--- config.mk ---
export PLATFORM = sky130hd
export DESIGN_NAME = da_wav_ctrl
export DESIGN_NICKNAME = d
export VERILOG_FILES = /design/src/rtl/da_wav_ctrl.sv
export SDC_FILE = /design/constraint.sdc
export NUM_CORES = 1
export LEC_CHECK = 0
export CAP_MARGIN = 20
export CORE_MARGIN = 3
export CORE_UTILIZATION = 56
export DETAILED_ROUTE_END_ITERATION = 16
export PLACE_DENSITY = 0.83
export REMOVE_ABC_BUFFERS = 1
export SYNTH_ARGS = -nofsm -noshare
export SYNTH_HDL_FRONTEND = slang
export SYNTH_SLANG_ARGS = --single-unit
--- constraint.sdc ---
create_clock -name sys_clk -period 11.55 [get_ports sys_clk]
set_input_delay 3.465 -clock sys_clk [delete_from_list [all_inputs] [get_ports sys_clk]]
set_output_delay 3.465 -clock sys_clk [all_outputs]
set_load 0.005 [all_outputs]
--- src/rtl/da_wav_ctrl.sv ---
// DAC waveform controller: divides sys_clk into DA_clk, runs a phase accumulator and
// emits square/saw/triangle/DC codes. Define DA_CLK_GATE_EN to stop DA_clk while idle.
module da_wav_ctrl #(
  parameter int unsigned DA_DIV    = 5,
  parameter int unsigned PHASE_W   = 32,
  parameter logic [7:0]  IDLE_CODE = 8'h80
) (
  input  logic               sys_clk,
  input  logic               rst,
  input  logic               run,
  input  logic               cfg_valid,
  output logic               cfg_ready,
  input  logic [1:0]         cfg_wave,
  input  logic [PHASE_W-1:0] cfg_step,
  input  logic [7:0]         cfg_hi,
  input  logic [7:0]         cfg_lo,
  output logic               DA_clk,
  output logic [7:0]         DA_digits,
  output logic               busy,
  output logic               period_tick
);

  localparam logic [7:0] DIV_LAST = 8'(DA_DIV - 1);

  typedef enum logic [1:0] {S_IDLE, S_RUN, S_ARM} state_t;

  typedef struct packed {
    logic [1:0]         wave;
    logic [PHASE_W-1:0] step;
    logic [7:0]         hi;
    logic [7:0]         lo;
  } cfg_t;

  localparam cfg_t CFG_RST = '{wave: 2'd0, step: '0, hi: 8'hFF, lo: 8'h00};

  state_t             state;
  cfg_t               act_cfg;
  cfg_t               pend_cfg;
  cfg_t               in_cfg;
  cfg_t               use_cfg;
  logic               pend_valid;
  logic [7:0]         div_cnt;
  logic [PHASE_W-1:0] phase;
  logic [PHASE_W-1:0] phase_next;
  logic               wrap;
  logic               sample;
  logic               hs;
  logic               div_hold;
  logic [7:0]         code;

  function automatic logic [7:0] wave_code(input cfg_t c, input logic [7:0] p);
    logic [7:0]  span;
    logic [7:0]  q2;
    logic [15:0] prod;
    span = c.hi - c.lo;
    q2   = p[7] ? {~p[6:0], 1'b0} : {p[6:0], 1'b0};
    prod = '0;
    wave_code = c.hi;
    case (c.wave)
      2'd0: wave_code = p[7] ? c.lo : c.hi;
      2'd1: begin
        prod      = {8'd0, span} * {8'd0, p};
        wave_code = c.lo + prod[15:8];
      end
      2'd2: begin
        prod      = {8'd0, span} * {8'd0, q2};
        wave_code = c.lo + prod[15:8];
      end
      default: wave_code = c.hi;
    endcase
  endfunction

  // NOTE: every field is assigned on every pass, so no latch can be inferred.
  always_comb begin
    in_cfg.wave = cfg_wave;
    in_cfg.step = cfg_step;
    in_cfg.hi   = (cfg_hi < cfg_lo) ? cfg_lo : cfg_hi;
    in_cfg.lo   = (cfg_hi < cfg_lo) ? cfg_hi : cfg_lo;
  end

  assign cfg_ready = (state == S_IDLE) || ((state == S_RUN) && !pend_valid);
  assign busy      = (state != S_IDLE);
  assign hs        = cfg_valid && cfg_ready;
  // An idle handshake coinciding with the start event must already drive the first sample.
  assign use_cfg   = ((state == S_IDLE) && hs) ? in_cfg : act_cfg;
  assign {wrap, phase_next} = {1'b0, phase} + {1'b0, use_cfg.step};
  assign sample    = DA_clk && (div_cnt == DIV_LAST);
  assign code      = wave_code(use_cfg, phase[PHASE_W-1 -: 8]);

`ifdef DA_CLK_GATE_EN
  assign div_hold = (state == S_IDLE) && !run;
`else
  assign div_hold = 1'b0;
`endif

  // NOTE: sequential state uses non-blocking assignments so all registers update together.
  always_ff @(posedge sys_clk) begin
    if (rst || div_hold) begin
      div_cnt <= '0;
      DA_clk  <= 1'b0;
    end else if (div_cnt == DIV_LAST) begin
      div_cnt <= '0;
      DA_clk  <= ~DA_clk;
    end else begin
      div_cnt <= div_cnt + 8'd1;
    end
  end

  // Phase is kept at 0 throughout IDLE, so the start event always samples phase 0.
  always_ff @(posedge sys_clk) begin
    if (rst) begin
      state       <= S_IDLE;
      phase       <= '0;
      DA_digits   <= IDLE_CODE;
      period_tick <= 1'b0;
      act_cfg     <= CFG_RST;
      pend_cfg    <= CFG_RST;
      pend_valid  <= 1'b0;
    end else begin
      period_tick <= 1'b0;
      case (state)
        S_IDLE: begin
          if (hs) act_cfg <= in_cfg;
          if (sample && run) begin
            state     <= S_RUN;
            phase     <= phase_next;
            DA_digits <= code;
          end
        end
        S_RUN, S_ARM: begin
          if (hs) begin
            pend_cfg   <= in_cfg;
            pend_valid <= 1'b1;
            state      <= S_ARM;
          end
          if (sample) begin
            period_tick <= wrap;
            if (!run && (wrap || (act_cfg.step == '0))) begin
              state      <= S_IDLE;
              phase      <= '0;
              DA_digits  <= IDLE_CODE;
              pend_valid <= 1'b0;
              if (hs)              act_cfg <= in_cfg;
              else if (pend_valid) act_cfg <= pend_cfg;
            end else if (wrap && pend_valid) begin
              act_cfg    <= pend_cfg;
              pend_valid <= 1'b0;
              state      <= S_RUN;
              phase      <= '0;
              DA_digits  <= code;
            end else begin
              phase     <= phase_next;
              DA_digits <= code;
            end
          end
        end
        default: state <= S_IDLE;
      endcase
    end
  end

endmodule

---- Word level (Yosys, flattened, before mapping) ----
Cells that the tools add are included.
operators by class
  add/subtract/negate cells ............... 5
  multiply operators ...................... 2
  magnitude comparators ................... 1
  equal/unequal tests ..................... 10
  muxes and demuxes ....................... 32
  bitwise logic cells ..................... 4
  reduce and logical (&&, ||, !) cells .... 22
operators with widths
  kind                   count
  $mux W50               7
  $mux W32               4
  $pmux W50 S2           1
  $pmux W32 S2           1
  $mux W8                7
  $add A32 B32 Y33       1
  $logic_not A32 Y1      1
  $mul A8 B8 Y16         2
  $pmux W8 S3            1
  $add A8 B8 Y8          2
  $pmux W8 S2            1
  $mux W2                5
  $add A8 B1 Y8 const B  1
  $eq A8 B3 Y1 const B   1
  $lt A8 B8 Y1           1
  $sub A8 B8 Y8          1
  $logic_and A1 B1 Y1    7
  $not A7 Y7             1
  $reduce_and A5 Y1      1
  $eq A2 B1 Y1 const B   2
  $eq A2 B2 Y1 const B   2
  $logic_not A2 Y1       2
  $mux W1                4
  $ne A2 B2 Y1 const B   2
  12 further kinds       18
storage, ports and cells
  register bits ........................... 153
  bits of input ports ..................... 54
  output and inout port bits .............. 12
  logic and storage cells ................. 91

---- Logic depth before layout (Yosys ltp) ----
Gate-level depths: netlist (run 1).
  word-level depth ........................ 13
  gate-level depth with buffers ........... 45
  gate-level depth less buffers ........... 42

---- Least setup slack after synthesis (run 1) ----
OpenSTA, ideal clock, no wires.
  path type ............................... input port to flip-flop
  start ................................... input cfg_lo[2]
  end ..................................... register DA_digits[7]
  setup time .............................. 70 ps
  arrival time ............................ 11685 ps
  required time ........................... 11480 ps
  slack ................................... -205 ps
  cell stages on the path ................. 41
  path buffers ............................ 2
  cell sequence ........................... inv_1 > ha_1 > a211o_1 > a31oi_1 > o21a_1 > buf_2 > buf_2 > mux2i_1 > nor2_1 > a21oi_1 > nor2b_1 > fa_1 > nor2b_1 > o21ai_0 > nand2b_1 > a21o_1 > a21o_1 > xor2_1 > [5 not listed] > fa_1 > inv_1 > ha_1 > a21oi_1 > o21ai_0 > or2_2 > nor2_1 > nor2b_1 > nor2_1 > xor2_1 > o21ai_0 > ha_1 > nand3_1 > o311a_1 > o21ai_1 > xnor2_1 > nand2_1 > a21oi_1
on the way
  longest elaborated chain between the ends .. 10
  elaborated cells on any way between the ends .. 15
  those cells by class .................... add/sub (3); mul (2); order compare (1); mux (9)
RTL lines
  what                                      RTL line  text
  from (decl)                               16        input logic [7:0] cfg_lo,
  $lt A8 B8 Y1                              77, 78
  $mux W8, on equally long branches         77, 78
  $mux W50 (*)                              85        assign use_cfg = ((state == S_IDLE) && hs) ? in_cfg : act_cfg;
  $sub A8 B8 Y8                             55        span = c.hi - c.lo;
  $mul A8 B8 Y16, on equally long branches  66, 62
  $add A8 B8 Y8, on equally long branches   67, 63
  $pmux W8 S3 (*)                           59        case (c.wave)
  $mux W8                                   138       if (!run && (wrap || (act_cfg.step == '0))) begin
  $mux W8                                   136       if (sample) begin
  $pmux W8 S2 (*)                           121       case (state)
  to (signal assigned)                      127       DA_digits <= code;
  to (signal assigned)                      150       DA_digits <= code;
  to (signal assigned)                      153       DA_digits <= code;
  to (decl)                                 18        output logic [7:0] DA_digits,
Every way passes the cells marked *; elsewhere a longest branch is shown, timed or not. The select of a mux whose other input is x is not followed.
A chain may end at the register's enable or synchronous reset.

---- Worst setup path in the final report (run 1) ----
  start ................................... input cfg_hi[4]
  end ..................................... register DA_digits[6]
on the way
  longest elaborated chain between the ends .. 10
  elaborated cells on any way between the ends .. 15
  those cells by class .................... add/sub (3); mul (2); order compare (1); mux (9)
RTL lines
  what                                      RTL line  text
  from (decl)                               15        input logic [7:0] cfg_hi,
  $lt A8 B8 Y1                              77, 78
  $mux W8, on equally long branches         77, 78
  $mux W50 (*)                              85
  $sub A8 B8 Y8                             55
  $mul A8 B8 Y16, on equally long branches  66, 62
  $add A8 B8 Y8, on equally long branches   67, 63
  $pmux W8 S3 (*)                           59
  $mux W8                                   138
  $mux W8                                   136
  $pmux W8 S2 (*)                           121
Marks and branches as above.

==> flow_metrics.tcl, run 1 <==
set metrics [dict create \
    initial_core_util 0.573 \
    wl_um 40400 \
    synthFlopType "dfxtp_1" \
    slew_viol_final 0 \
    cts.sinks 153 \
    vias 13400 \
    start_kind "primary input" \
    antenna_found_initial 1 \
    grt_pass1_wl_um 62600 \
    synth_area_um2 13600 \
    crit_type "primary input to register" \
    syn_area_per_cell_um2 8.01 \
    worst_setup_path_end_kind "register" \
    leakage_nw 7.81 \
    die_x_um 162 \
    yosysWarningCount 0 \
    fin_crit_sh 0.997 \
    syn_inst 1696 \
    final_cell_mix "nand2_1, buf_4, dfxtp_1, a21oi_1, inv_1" \
    place_area_um2 15300 \
    crit_buf_inv 8 \
    synthArstFlopShare 0 \
    htree_num_levels 4 \
    grtUsageTotal 0.288 \
    maxSlewHeadroom 0.250 \
    detail_route.vias_per_cell 6.14 \
    cts_hold_buf 0 \
    cts_tree "done" \
    routabilityCongestion 0.979 \
    clock.fmax_mhz 86.9 \
    final_common_cell "nand2_1" \
    drt_iter0_drc 1337 \
    hp-class "register to register" \
    rows 56 \
    ant_nets 0 \
    crit_slowest_cell "fa_1" \
    slowest_delay_ps 570 \
    fin_area_um2 16400 \
    clockRootBuffer "clkbuf_16" \
    nFillCells 1785 \
    port_buffers 65 \
    synth_edf_count 0 \
    die-area_um2 26200 \
    path_common_cell "buf_4" \
    drt_drc_violations_left 0 \
    p_per_area_nw_per_um2 99.3 \
    nets 2100 \
    grt_pass1_vias 13100 \
    fp.dieH_um 162 \
    insertion_delay_ps 430 \
    report.final.hold_viol_count 0 \
    yosys.cell_types.count 83 \
    overflow 0 \
    cp_data_arrival_time_ps 11790 \
    worstPathMaxFanout 5 \
    dp_cells 2130 \
    clk_pin_slew_worst_paths_ps 60 \
    skew_ps 8.64 \
    final_cells 2185 \
    hpwlAfterDp_um 27100 \
    ys_ff_latch 153 \
    seq_area_frac_synth 0.226 \
    grt_max_degree 70 \
    cts_buffer_depth 2 \
    ir_worst_vdd_mv 0.0973 \
    r2r_slack_ps 3420 \
    finalSetupViolations 0 \
    cp_top_family "compound AO/OA/AOI/OAI gates" \
    syn_to_final_growth_pct 21.0 \
    drive_gt1_frac 0.159 \
    wl_per_cell_um 18.5 \
    cp_data_required_time_ps 11830 \
    io_pins 66 \
    tightest_slew_ps 1120 \
    core-area_um2 23700 \
    drv_cap 0 \
    tritoncts.num_buffers 17 \
    status "finished, final reports clean" \
    fin_crit_ps 11510 \
    final_util 0.694 \
    drt_first_pass_iters 5 \
]
==> synth_stat cells (4+ instances only) <==
| cell | n | area (um2) |
|---|---|---|
| a2111oi_0 | 9 | 78.8 |
| a211o_1 | 18 | 158 |
| a211oi_1 | 42 | 315 |
| a211oi_2 | 11 | 138 |
| a21o_1 | 19 | 143 |
| a21oi_1 | 162 | 811 |
| a222oi_1 | 5 | 50.1 |
| a22o_1 | 10 | 87.6 |
| a22oi_1 | 5 | 37.5 |
| a31oi_1 | 6 | 37.5 |
| and2_1 | 44 | 275 |
| and3_1 | 11 | 68.8 |
| buf_1 | 8 | 30.0 |
| buf_2 | 14 | 70.1 |
| buf_6 | 9 | 101 |
| clkbuf_1 | 59 | 221 |
| dfxtp_1 | 153 | 3060 |
| fa_1 | 66 | 1320 |
| ha_1 | 128 | 1600 |
| inv_1 | 127 | 477 |
| mux2_2 | 4 | 45.0 |
| mux2i_1 | 49 | 490 |
| nand2_1 | 273 | 1020 |
| nand2b_1 | 21 | 131 |
| nand3_1 | 39 | 195 |
| nand4_1 | 9 | 56.3 |
| nor2_1 | 116 | 435 |
| nor2b_1 | 22 | 138 |
| nor3_1 | 18 | 90.1 |
| nor4_1 | 11 | 68.8 |
| o2111ai_1 | 12 | 105 |
| o211ai_1 | 5 | 37.5 |
| o21a_1 | 5 | 37.5 |
| o21ai_0 | 50 | 250 |
| o21ai_1 | 4 | 20.0 |
| o21bai_1 | 6 | 45.0 |
| o22ai_1 | 6 | 37.5 |
| or2_2 | 6 | 37.5 |
| or3_1 | 6 | 37.5 |
| xnor2_1 | 42 | 368 |
| xor2_1 | 27 | 236 |
==> per-stage QoR <==
stage	hold WS, ps	total power [mW]	worst slack (ps)	TNS (ps)
final	454	1.63	36.6	0
after global routing	474	1.69	-221	-929
after CTS	456	1.58	7.80	0
after detailed placement	448	0.994	-874	-4110
after global placement	441	0.983	-522	-2260
after floorplan	430	0.769	-432	-1230
==> final cells by class <==
type / instances / area (um2) / area share
timing repair buffer: 231 / 1960 / 0.119
clock inverter: 12 / 141 / 0.00861
antenna: 1 / 2.50 / 0.000152
sequential: 153 / 3060 / 0.186
clock buffer: 20 / 447 / 0.0272
tap: 319 / 399 / 0.0243
multi-input combinational: 1321 / 9940 / 0.605
inverter: 128 / 480 / 0.0292
==> cell families (layout without fill, tap and decap cells) <==
logic type / after synthesis / after routing / share of synthesized area
AOI/OAI and AO/OA: 417 / 417 / 0.210
xor gates and xnor gates: 69 / 69 / 0.0445
buffers and inverters: 222 / 391 / 0.0686
muxes: 53 / 53 / 0.0394
adders and majority gates: 194 / 194 / 0.215
and+or+nand+nor: 588 / 588 / 0.197
DFF: 153 / 153 / 0.226
other: 0 / 1 / 0
==> power breakdown <==
group          internal (mW)  leakage [nW]  switching, mW
logic                  0.235          6.28          0.274
clock network          0.328         0.287          0.238
registers              0.544          1.25         0.0135
total                   1.11          7.81          0.525
==> flip-flops by register name (all words and copies together) (netlist names) <==
register / cells
DA_clk: 1
DA_digits: 8
act_cfg: 50
div_cnt: 8
pend_cfg: 50
pend_valid: 1
period_tick: 1
phase: 32
state: 2
==> layer usage <==
layer | vias to the layer above | GRT usage | routed length, um
met3 | 172 | 0.0418 | 2890
met4 | 0 | 0.135 | 2190
met5 | - | 0 | 0
met1 | 6412 | 0.357 | 15700
li1 | 6188 | - | -
met2 | 653 | 0.496 | 19600
==> repair_timing <==
item / 4_1_cts / 5_1_grt
pin swaps: 11 / 28
setup buffers: 9 / 12
gates cloned: 0 / 0
hold endpoints to repair: 0 / 0
resized for setup: 21 / 60
endpoints found under the setup margin: 5 / 8
==> worst reg2reg max path: cells and delay by family, from the launching register on <==
kind	cells	cell delay, ps
adder cells (fa/ha/maj)	9	3210
AO/OA/AOI/OAI	9	1480
XOR/XNOR	1	180
AND/OR/NAND/NOR	10	1560
multiplexers	1	150
buffers and inverters	7	1030
flip-flops	1	400
==> final timing paths <==
check                                          startpoint  cells after the start                        end
worst min register to register  pend_cfg[24]$_SDFFE_PP0P_                      2  pend_cfg[24]$_SDFFE_PP0P_
worst min-delay path            pend_cfg[24]$_SDFFE_PP0P_                      2  pend_cfg[24]$_SDFFE_PP0P_
worst max-delay path                            cfg_hi[4]                     43  DA_digits[6]$_SDFFE_PP0P_
worst max register to register      state[0]$_SDFFE_PP0P_                     37  DA_digits[6]$_SDFFE_PP0P_
No activity file was read; power rests on OpenSTA's default activity.
==> run 2, diff against run 1 <==
--- a/config.mk
+++ b/config.mk
@@ -6,7 +6,7 @@
 export NUM_CORES = 1
 export LEC_CHECK = 0
 export CAP_MARGIN = 20
-export CORE_MARGIN = 3
+export CORE_MARGIN = 5
 export CORE_UTILIZATION = 56
 export DETAILED_ROUTE_END_ITERATION = 16
 export PLACE_DENSITY = 0.83
==> flow_metrics.tcl, run 2 (synthesis gave the netlist of run 1 again) <==
set metrics [dict create \
    ir_worst_vdd_mv 0.0845 \
    p_int_mw 1.11 \
    fin_area_um2 16400 \
    wl_um 38600 \
    power.switching_mw 0.538 \
    grt_pass1_wl_um 62200 \
    cp_data_arrival_time_ps 11580 \
    r2r_end "DA_digits[7]$_SDFFE_PP1P_" \
    worst_setup_path_end_kind "register" \
    crit_slowest_cell "fa_1" \
    crit_cells 42 \
    crit_type "primary input to register" \
    cts.sinks 153 \
    tritoncts.num_buffers 17 \
    rows 57 \
    drv_cap 0 \
    cts_hold_buf 0 \
    clockRootBuffer "clkbuf_16" \
    nets 2092 \
    r2r_slack_ps 3440 \
    clock.fmax_mhz 89.3 \
    reg_top3 "act_cfg: 50 flops, pend_cfg: 50 flops, phase: 32 flops" \
    grtUsageTotal 0.265 \
    timing.rr.start "state[1]$_SDFFE_PP0P_" \
    drt_drc_violations_left 0 \
    htree_num_levels 4 \
    ant_nets 0 \
    p_total_mw 1.65 \
    finalSetupViolations 0 \
    drive_gt1_frac 0.159 \
    cp_top_family "adder cells" \
    maxSlewHeadroom 0.271 \
    drt_iter0_drc 1192 \
    power_frac_comb 0.306 \
    path_common_cell "fa_1" \
    antenna_found_initial 1 \
    core-area_um2 24100 \
    multiInputGateArea_um2 9970 \
    seq_area_um2 3060 \
    clkPwrFrac 0.356 \
    vias 13100 \
    grt_pass1_vias 13100 \
    slowest_delay_ps 530 \
    wl_per_cell_um 17.7 \
    initial_core_util 0.563 \
    insertion_delay_ps 440 \
    tightest_slew_ps 1090 \
    start_kind "primary input" \
    leakage_nw 7.82 \
    routabilityCongestion 0.949 \
    die-area_um2 27500 \
    place_area_um2 15300 \
    cp-endpoint "DA_digits[7]$_SDFFE_PP1P_" \
    hpwlAfterDp_um 27100 \
    hp-class "register to register" \
    reg2reg_depth 39 \
    fp.dieH_um 166 \
    p_per_area_nw_per_um2 100 \
    skew_ps 13.7 \
    overflow 0 \
    die_x_um 166 \
    report.final.hold_viol_count 0 \
    power_frac_seq 0.338 \
    port_buffers 65 \
    slew_viol_final 0 \
    fin_crit_sh 0.970 \
    drt_first_pass_iters 6 \
    clk_pin_slew_worst_paths_ps 70 \
    syn_to_final_growth_pct 21.0 \
    cts_tree "done" \
    grt_max_degree 93 \
    fin_crit_ps 11200 \
    io_pins 66 \
    cp_data_required_time_ps 11920 \
    status "finished, final reports clean" \
    cts_buffer_depth 2 \
    final_cell_mix "nand2_1, buf_4, dfxtp_1, a21oi_1" \
    nFillCells 1858 \
    p_sw_frac 0.327 \
    final_common_cell "nand2_1" \
    worstPathMaxFanout 10 \
    detail_route.vias_per_cell 6.00 \
    crit_buf_inv 7 \
    startpoint "cfg_lo[6]" \
]
## run 2: cell types whose count changed in the layout (fill, tap and decap cells not counted), moves of 3 or more
cell / before / now
buf_4: 164 / 155
clkdlybuf4s50_1: 53 / 50
dlymetal6s2s_1: 11 / 14
inv_8: 1 / 4
nor2_2: 4 / 1
## run 2: per-stage QoR
step	setup slack (ps)	std cells	setup TNS (ps)	hold WS, ps	util
2_1_floorplan	-432	1602	-1230	430	-
3_3_place_gp	-494	2134	-2420	441	0.635
3_5_place_dp	-882	2134	-4820	447	0.635
4_1_cts	4.62	2170	0	456	0.665
5_1_grt	-59.0	2182	-62.6	473	0.682
6_report	347	2182	0	454	0.682
## run 2: worst register-to-register path: cells and delay by family (launching register included)
kind,cells,cell delay [ps]
simple gates,14,1910
xor+xnor,3,540
flops,1,400
compound gates,9,1180
fa+ha+maj,8,3360
buf+inv,5,640
## run 2: power groups by stage
| stage | combinational (mW) | clock [mW] | sequential (mW) |
|---|---|---|---|
| after floorplan | 0.205 | 0 | 0.564 |
| after global routing | 0.535 | 0.613 | 0.558 |
| final | 0.505 | 0.585 | 0.556 |
| after detailed placement | 0.439 | 0 | 0.567 |
| after global placement | 0.427 | 0 | 0.567 |
| after CTS | 0.453 | 0.587 | 0.556 |
## run 2: how the worst min path moves through the flow
| stage | slack [ps] | endpoint | cells after the start | start |
|---|---|---|---|---|
| 6_report | 450 | pend_cfg[49]$_SDFFE_PP0P_ | 2 | pend_cfg[49]$_SDFFE_PP0P_ |
| 5_1_grt | 470 | pend_cfg[49]$_SDFFE_PP0P_ | 2 | pend_cfg[49]$_SDFFE_PP0P_ |
| 4_1_cts | 460 | pend_cfg[17]$_SDFFE_PP0P_ | 2 | pend_cfg[17]$_SDFFE_PP0P_ |
| 3_5_place_dp | 450 | pend_cfg[17]$_SDFFE_PP0P_ | 2 | pend_cfg[17]$_SDFFE_PP0P_ |
| 3_3_place_gp | 440 | pend_cfg[34]$_SDFFE_PP0P_ | 2 | pend_cfg[34]$_SDFFE_PP0P_ |
| 2_1_floorplan | 430 | pend_cfg[16]$_SDFFE_PP0P_ | 2 | pend_cfg[16]$_SDFFE_PP0P_ |
## run 2: repair_timing
action | CTS | global route
buffers inserted | 4 | 9
resized for setup | 28 | 64
setup endpoints to repair | 6 | 8
pin swaps | 9 | 29
## run 2: layer usage
metal	wire (um)	part of all wire	global-route usage
met1	15900	0.41	0.329
met2	19200	0.50	0.467
met3	2140	0.055	0.0298
met4	1350	0.035	0.112
met5	0	0	0
## run 2: cell type report
type                       instances  share of cell area
antenna                            1            0.000152
clock buffer                      17              0.0259
clock inverter                    15              0.0111
inverter                         128              0.0292
multi-input combinational       1321               0.607
sequential                       153               0.186
tap                              324              0.0247
timing repair buffer             223               0.116
==> RTL edit, RTL diff (config.mk and constraints of run 1) <==
Compare `div_cnt` against `DIV_LAST` with >= in place of ==.
--- a/src/rtl/da_wav_ctrl.sv
+++ b/src/rtl/da_wav_ctrl.sv
@@ -86,3 +86,3 @@
   assign {wrap, phase_next} = {1'b0, phase} + {1'b0, use_cfg.step};
-  assign sample    = DA_clk && (div_cnt == DIV_LAST);
+  assign sample    = DA_clk && (div_cnt >= DIV_LAST);
   assign code      = wave_code(use_cfg, phase[PHASE_W-1 -: 8]);
Formal check against the unedited RTL: no difference found for any inputs over 4 cycles, from zero or initial values and one cycle with rst high; that may be too few to reach the edited logic, so the function may still have changed.
==> RTL edit against run 1 <==
Synthesized cell count decreased by 0.59%; first-iteration DRC count down 11%; final cell count shrank 1.5%; die area is 1.6% lower; power fell by 0.85%; routed wire length is 5.2% lower; setup slack better by 0.066 ns; via count decreased by 2.6%; sequential cell count is the same; cell area down 1.1%; hold slack got worse by 0.0011 ns; area after synthesis down 1.7%; fmax up 0.57%; critical endpoint is now DA_digits[5]; largest power group unchanged; highest routed layer unchanged.
==> RTL edit: results (changes against run 1) <==
- List of most frequent post-synthesis cells: 270 x nand2_1, 162 x a21oi_1, 153 x dfxtp_1 (was 273 x nand2_1, 162 x a21oi_1, 153 x dfxtp_1)
- Slew HR: 27.33% (was 25.02%)
- Reg2Reg Setup Slack: 3.03 ns (was 3.42 ns)
- CP Capture Point: DA_digits[5] (was DA_digits[6])
- DP Area: 15,020 sq um (was 15,330 sq um)
- Initial antenna violation count: 0 (was 1)
- Slowest stage delay, CP: 0.51 ns (was 0.57 ns)
- Initial detailed-routing violation count: 1,192 (was 1,337)
- Worst R2R Path Depth: 41 (was 37)
- Tot GR Track Use: 28.25% (was 28.79%)
- Pre-CTS setup slack: -0.9963 ns (was -0.8743 ns)
- Post-synthesis sequential area ratio: 22.95% (was 22.56%)
- Worst IR drop on VDD: 0.1020 mV (was 0.09726 mV)
- RD Place Congestion: 0.9540 (was 0.9794)
- Largest net degree at the start of global routing: 73 (was 70)
- Global-route wire length before repair: 60,790 um (was 62,640 um)
- P_leak: 7.669 nW (was 7.810 nW)
- Worst-path fanout max: 8 (was 5)
- Status: complete, no violations (unchanged)
- HP Start: pend_cfg[29] (was pend_cfg[24])
- Synth Instances: 1,686 (was 1,696)
- Final HPWL DP: 25,950 um (was 27,060 um)
- Worst path top cell family by delay: adder cells (was compound AO/OA/AOI/OAI gates)
- Critical R2R Capture: DA_digits[5] (was DA_digits[6])
- Final #Nets: 2,074 (was 2,100)
- Drt pass-1 iters: 8 (was 5)
- Synth area leaders: dfxtp_1 23%, ha_1 12%, fa_1 9.9% (was dfxtp_1 23%, ha_1 12%, fa_1 9.7%)
-- RTL edit: report_power, final --
group	internal (W)	switching, W
logic	0.000221	0.000262
clock network	0.000340	0.000238
registers	0.000544	0.0000127
total	0.00111	0.000512
-- RTL edit: final cells by class --
cell class	count	area, sq um
Clock inverter	11	136.4
Sequential cell	153	3063
Clock buffer	21	470.5
Multi-Input combinational cell	1318	9912
Inverter	124	465.4
Timing Repair Buffer	212	1800
Fill cell	1694	6814
Tap cell	313	391.6
-- RTL edit: how the worst min path moves through the flow --
| stage | endpoint | slack [ns] | cells after the start |
|---|---|---|---|
| after CTS | pend_cfg[34] | 0.45 | 2 |
| final | pend_cfg[29] | 0.45 | 2 |
| after detailed placement | pend_cfg[34] | 0.45 | 2 |
| after global routing | pend_cfg[21] | 0.47 | 2 |
| after global placement | pend_cfg[44] | 0.44 | 2 |
| after floorplan | pend_cfg[16] | 0.43 | 2 |
-- RTL edit: worst reg2reg max path, delay by kind of cell (launching register included) --
family                     cells  cell delay, ns
DFF                            1            0.36
xor gates and xnor gates       1            0.17
AOI/OAI and AO/OA             13            2.13
and+or+nand+nor                9            1.74
buffers and inverters         10            1.06
adders and majority gates      8            2.97
-- RTL edit: timing repair --
action                                  CTS  global route
resized for setup                        55            83
hold buffers                              0             0
endpoints found under the setup margin    5             4
hold endpoints to repair                  0             0
pin swaps                                37            64
buffers inserted                          8            12
-- RTL edit: kinds of logic after synthesis --
group                    count (synthesis)  share of synthesized area [%]
AND/OR/NAND/NOR                        594                          20.85
multiplexers                            54                          4.068
flip-flops                             153                          22.95
AO/OA/AOI/OAI                          407                          19.38
buffers and inverters                  215                          6.327
adder cells (fa/ha/maj)                195                          21.97
XOR/XNOR                                68                          4.462
-- RTL edit: stage by stage --
stage                     TNS [ns]  total power (W)
after floorplan             -4.837        0.0007635
after global placement      -2.151        0.0009692
after detailed placement    -3.832        0.0009797
after CTS                        0         0.001568
after global routing       -0.7368         0.001676
final                            0         0.001617
-- RTL edit: routing by layer --
metal	up-vias	routed length (um)	GRT usage [%]
li1	6092	-	-
met1	6261	15260	33.70
met2	583	19230	50.33
met3	140	2490	4.333
met4	0	1334	12.19
met5	-	0	0
